## src/rtl/dot_product_ctrl.sv

```systemverilog
// Batch sequencer for dot products. It reads paired A/B vector elements from a synchronous
// memory, streams operand pairs to a dot-product unit, and hands each result to a writer.
module dot_product_ctrl #(
    parameter int DATA_WIDTH   = 8,
    parameter int VECTOR_WIDTH = 4,
    parameter int ADDR_WIDTH   = 6,
    parameter int RESULT_WIDTH = 2*DATA_WIDTH + $clog2(VECTOR_WIDTH)
) (
    input  logic                    clk,
    input  logic                    rst_n,
    input  logic                    start,
    input  logic                    abort,
    input  logic [2:0]              num_jobs,
    input  logic [ADDR_WIDTH-1:0]   base_a,
    input  logic [ADDR_WIDTH-1:0]   base_b,
    output logic                    mem_rd_en,
    output logic [ADDR_WIDTH-1:0]   mem_rd_addr,
    input  logic [DATA_WIDTH-1:0]   mem_rd_data,
    output logic                    op_valid,
    output logic [DATA_WIDTH-1:0]   op_a,
    output logic [DATA_WIDTH-1:0]   op_b,
    output logic                    op_last,
    input  logic                    dp_valid,
    input  logic [RESULT_WIDTH-1:0] dp_result,
    output logic                    result_valid,
    output logic [RESULT_WIDTH-1:0] dot_product_result,
    output logic                    processing_done,
    input  logic                    writer_done,
    output logic                    busy,
    output logic                    done,
    output logic [2:0]              job_count,
    output logic                    timeout_err
);
    localparam int IDX_W = $clog2(VECTOR_WIDTH);

    typedef enum logic [3:0] {
        IDLE, RD_A, RD_B, OP, WAIT_DP, HANDOFF, FLUSH, WAIT_WR, DONE
    } state_t;

    state_t                  r_state;
    state_t                  w_state_next;
    logic [ADDR_WIDTH-1:0]   r_base_a;
    logic [ADDR_WIDTH-1:0]   r_base_b;
    logic [2:0]              r_num_jobs;
    logic [2:0]              r_job_count;
    logic [IDX_W-1:0]        r_idx;
    logic [3:0]              r_tmo;
    logic [DATA_WIDTH-1:0]   r_op_a;
    logic [RESULT_WIDTH-1:0] r_result;
    logic                    r_timeout;

    logic                    w_busy;
    logic                    w_abort;
    logic                    w_last;
    logic                    w_tmo_hit;
    logic [2:0]              w_job_inc;
    logic [ADDR_WIDTH-1:0]   w_off;

    // VECTOR_WIDTH is a power of two, so job*VECTOR_WIDTH+idx is a plain concatenation.
    assign w_off     = ADDR_WIDTH'({r_job_count, r_idx});
    assign w_last    = (r_idx == IDX_W'(VECTOR_WIDTH - 1));
    assign w_busy    = (r_state != IDLE) && (r_state != DONE);
    assign w_abort   = abort && w_busy;
    assign w_tmo_hit = !dp_valid && (r_tmo == 4'd15);
    assign w_job_inc = r_job_count + 3'd1;

    assign busy               = w_busy;
    assign op_a               = r_op_a;
    assign dot_product_result = r_result;
    assign job_count          = r_job_count;
    assign timeout_err        = r_timeout;

    always_ff @(posedge clk or negedge rst_n) begin
        if (!rst_n) r_state <= IDLE;
        else        r_state <= w_state_next;
    end

    always_comb begin
        w_state_next    = r_state;
        mem_rd_en       = 1'b0;
        mem_rd_addr     = '0;
        op_valid        = 1'b0;
        op_last         = 1'b0;
        op_b            = '0;
        result_valid    = 1'b0;
        processing_done = 1'b0;
        done            = 1'b0;
        unique case (r_state)
            IDLE: begin
                if (start) w_state_next = (num_jobs != 3'd0) ? RD_A : DONE;
            end
            RD_A: begin
                mem_rd_en    = 1'b1;
                mem_rd_addr  = r_base_a + w_off;
                w_state_next = RD_B;
            end
            RD_B: begin
                mem_rd_en    = 1'b1;
                mem_rd_addr  = r_base_b + w_off;
                w_state_next = OP;
            end
            OP: begin
                op_valid     = 1'b1;
                op_b         = mem_rd_data;
                op_last      = w_last;
                w_state_next = w_last ? WAIT_DP : RD_A;
            end
            WAIT_DP: begin
                if (dp_valid)       w_state_next = HANDOFF;
                else if (w_tmo_hit) w_state_next = DONE;
            end
            HANDOFF: begin
                result_valid = 1'b1;
                w_state_next = FLUSH;
            end
            FLUSH: begin
                processing_done = 1'b1;
                w_state_next    = WAIT_WR;
            end
            WAIT_WR: begin
                if (writer_done) w_state_next = (w_job_inc == r_num_jobs) ? DONE : RD_A;
            end
            DONE: begin
                done         = 1'b1;
                w_state_next = IDLE;
            end
            default: w_state_next = IDLE;
        endcase
        // Abort outranks any handshake arriving in the same cycle.
        if (w_abort) w_state_next = IDLE;
    end

    always_ff @(posedge clk or negedge rst_n) begin
        if (!rst_n) begin
            r_base_a    <= '0;
            r_base_b    <= '0;
            r_num_jobs  <= '0;
            r_job_count <= '0;
            r_idx       <= '0;
            r_tmo       <= '0;
            r_op_a      <= '0;
            r_result    <= '0;
            r_timeout   <= 1'b0;
        end else begin
            if (r_state != WAIT_DP) r_tmo <= '0;
            case (r_state)
                IDLE: begin
                    if (start) begin
                        r_base_a    <= base_a;
                        r_base_b    <= base_b;
                        r_num_jobs  <= num_jobs;
                        r_job_count <= '0;
                        r_idx       <= '0;
                        r_timeout   <= 1'b0;
                    end
                end
                RD_B: begin
                    if (!w_abort) r_op_a <= mem_rd_data;
                end
                OP: begin
                    if (!w_abort && !w_last) r_idx <= r_idx + IDX_W'(1);
                end
                WAIT_DP: begin
                    if (!w_abort) begin
                        if (dp_valid)       r_result  <= dp_result;
                        else if (w_tmo_hit) r_timeout <= 1'b1;
                        else                r_tmo     <= r_tmo + 4'd1;
                    end
                end
                WAIT_WR: begin
                    if (!w_abort && writer_done) begin
                        r_job_count <= w_job_inc;
                        r_idx       <= '0;
                    end
                end
                default: ;
            endcase
        end
    end
endmodule

```

## config.mk

```make
export PLATFORM = sky130hd
export DESIGN_NAME = dot_product_ctrl
export DESIGN_NICKNAME = d
export VERILOG_FILES = /design/src/rtl/dot_product_ctrl.sv
export SDC_FILE = /design/constraint.sdc
export NUM_CORES = 1
export LEC_CHECK = 0
export BUFFER_PORTS_ARGS = -buffer_cell sky130_fd_sc_hd__buf_2
export CAP_MARGIN = 15
export CORE_MARGIN = 4
export CORE_UTILIZATION = 46
export CTS_CLUSTER_SIZE = 16
export DETAILED_ROUTE_END_ITERATION = 7
export HOLD_SLACK_MARGIN = 0.05
export PLACE_DENSITY = 0.74
export SYNTH_ARGS = -nofsm -noshare
export SYNTH_HDL_FRONTEND = slang
export SYNTH_SLANG_ARGS = --single-unit
```

## constraint.sdc

```tcl
create_clock -name clk -period 3.46 [get_ports clk]
set_clock_uncertainty 0.15 [all_clocks]
set_input_delay 0.346 -clock clk [delete_from_list [all_inputs] [get_ports clk]]
set_output_delay 0.346 -clock clk [all_outputs]
set_load 0.05 [all_outputs]
```

==> reports/qor.yml <==
sta:
  max_clock_freq_mhz: 298
  final-hold-violation-count: 0
  worst_pin_slew_ns: 0.710
  period_minus_slack_ns: 3.36
  finalSetupViolations: 0
  timing.final.crit_share_pct: 97.0
  drv_slew: 0
  maxSlewHeadroom_pct: 52.7
  worst_slack_ns: 0.105
floorplanning:
  ios: 98
  start_util_pct: 48.6
  dieArea_mm2: 0.00775
  die_w_um: 88.0
  die_y_um: 88.0
  core-area_mm2: 0.00606
  row_count: 28
route:
  vias: 2225
  wl_per_cell_um: 15.7
  vias_per_cell: 5.39
  routed_wl_mm: 6.50
  drc: 0
  firstDrtPassIters: 4
  dr.first_iter.drc_count: 147
  ant_nets: 0
critical_path:
  end_kind: "output port"
  r2r_slack_ns: 1.29
  critPathMaxFanout: 3
  rr_endpoint: "r_base_a[2]$_DFFE_PN0P_"
  cp_data_arrival_time_ns: 2.86
  startpoint_type: "flip-flop"
  r2r_start: "r_state[3]$_DFFE_PN0P_"
  reg2reg_depth: 4
  path_class: "flip-flop to output port"
  crit_required_ns: 2.96
place:
  hpwlAfterDp_mm: 4.83
  pre_cts_ws_ns: 0.165
  place.gp.congestion: 0.837
  port_buffers: 97
cts:
  clk_pin_slew_worst_paths_ns: 0.09
  cts_buffers: 5
  htree_levels: 2
  cts_tree: "built"
  cts_root_buf: "clkbuf_8"
  cts_sinks: 55
  clk_latency_ns: 0.30
  clockBufferDepth: 2
grt:
  grt_first_pass_wirelength_mm: 10.6
  grt_pass1_vias: 2270
  grt_usage_pct: 17.5
  grt_antenna_before_repair: 0
  grt_max_degree: 34
  grt_remaining_overflow: 0
synth:
  netlist_area_mm2: 0.00295
  ys_warn_count: 0
  async_flop_share_pct: 100
  synth_edf_count: 0
  ys_seq_area_share_pct: 46.7
  synth-seq-cells: 55
  synth_cells: 234
  ys.flop_type: "dfrtp_1"
  avgSynthCellArea_um2: 12.6
  ys_types: 52
  synth_nets: 290
power_and_ir_drop:
  irDropWorstVdd_v: 0.000492
  p_per_area_mw_per_mm2: 827
  total_power_uw: 3070
  power_leakage_uw: 0.00191
status:
  status: "completed"
cells_and_area:
  fin_util_pct: 61.3
  syn_to_final_growth_pct: 26.1
  fin_nets: 394
  drive_gt1_share_pct: 52.4
  antenna_cells: 0
min_path:
  holdPathStages: 2
  hold_path_class: "input port to flip-flop"
  min_to: "dot_product_result[10]$_DFFE_PN0P_"
  worstHoldStart: "dp_result[10]"
flow_run:
  maxCapViolCount: 0
flip-flops by register name, summed over array words and instances, names as in the netlist:
register,count
r_state,4
dot_product_result,18
r_base_b,6
r_base_a,6
r_tmo,4
op_a,8
timeout_err,1
r_idx,2
r_num_jobs,3
job_count,3
critical path: stages (launching register included):
cell and delay [ns]:
dfrtp_1 0.41, nor4b_4 0.36, buf_4 0.19, mux2_2 0.35, ha_4 0.18, fa_2 0.36, a21o_1 0.18, a21oi_2 0.13
xor2_1 0.07, nor2_1 0.14, buf_6 0.18
layer usage:
metal	global-route usage [%]	share of wire, %
met5	0	0
met4	5.36	1.3
met3	4.80	7.4
met2	28.0	47
met1	23.3	44
area by class of cell:
cell class / count / area [um^2]
clock buffers: 5 / 68.8
well taps: 75 / 93.8
multi-input cells: 165 / 1550
repair buffers: 107 / 576
flip-flops and latches: 55 / 1380
fillers: 513 / 2350
clock inverters: 2 / 37.5
inverters: 4 / 15.0
where the power goes:
group | leakage (uW) | switching, uW | internal [uW]
clock network | 0.0000502 | 201 | 212
registers | 0.000709 | 108 | 833
logic | 0.00115 | 1110 | 611
total | 0.00191 | 1420 | 1660
stage by stage:
step | area, um^2 | hold WS [ns] | instances | TNS (ns)
after global routing | 3710 | 0.0969 | 413 | -0.0280
after CTS | 3640 | 0.108 | 412 | 0
after detailed placement | 3500 | 0.297 | 402 | 0
after global placement | 3500 | 0.297 | 402 | 0
after floorplan | 2950 | -0.0996 | 234 | 0
final | 3710 | 0.114 | 413 | 0
logic make-up after synthesis:
kind of cell             after synthesis  share of synthesized area [%]
AO/OA/AOI/OAI                         34                           8.71
multiplexers                          51                           20.6
AND/OR/NAND/NOR                       63                           14.1
adder cells (fa/ha/maj)                9                           4.08
XOR/XNOR                               8                           2.89
flip-flops                            55                           46.7
buffers and inverters                 14                           2.93
cells in the mapped netlist (2+ instances only):
cell type	instances	area [um^2]
buf_4	2	15.0
xor2_1	5	43.8
a211oi_1	2	15.0
a31oi_1	2	12.5
nor2_1	10	37.5
nor3_1	7	35.0
nor4bb_1	2	20.0
dfrtp_1	55	1380
buf_2	3	15.0
clkbuf_1	2	7.51
mux2_4	10	150
and4b_1	3	30.0
ha_1	8	100
a21oi_1	6	30.0
o21ai_0	6	30.0
and2_1	10	62.6
xnor2_1	2	17.5
inv_1	4	15.0
nor2b_1	3	18.8
nor4b_4	2	47.6
nand2_1	9	33.8
nand3_1	4	20.0
and3_1	4	25.0
mux2i_1	4	40.0
a21o_1	4	30.0
mux2_2	37	417
buf_6	3	33.8
how the worst max path moves through the flow:
stage,startpoint,endpoint,cells past startpoint
floorplan,r_state[2]$_DFFE_PN0P_,mem_rd_addr[4],9
global placement,r_state[0]$_DFFE_PN0P_,mem_rd_addr[4],10
detailed placement,r_state[0]$_DFFE_PN0P_,mem_rd_addr[4],10
CTS,r_state[2]$_DFFE_PN0P_,mem_rd_addr[5],9
global route,r_state[0]$_DFFE_PN0P_,mem_rd_addr[4],10
finish,r_state[0]$_DFFE_PN0P_,mem_rd_addr[4],10
repair_timing:
item                                    CTS  global route
endpoints found under the hold margin    32             0
buffers inserted                          2             1
resized for setup                         3            12
pin swaps                                 1             5
endpoints found under the setup margin    2             2
hold buffers                              1             0
layout by cell type (no fill, tap or decap), types with 6 or more instances in the layout:
master,instances
buf_2,95
dfrtp_1,55
mux2_2,36
mux2_4,11
nor2_1,10
and2_1,10
nand2_1,9
buf_4,9
nor3_1,6
Power figures use the tool's default switching activity.
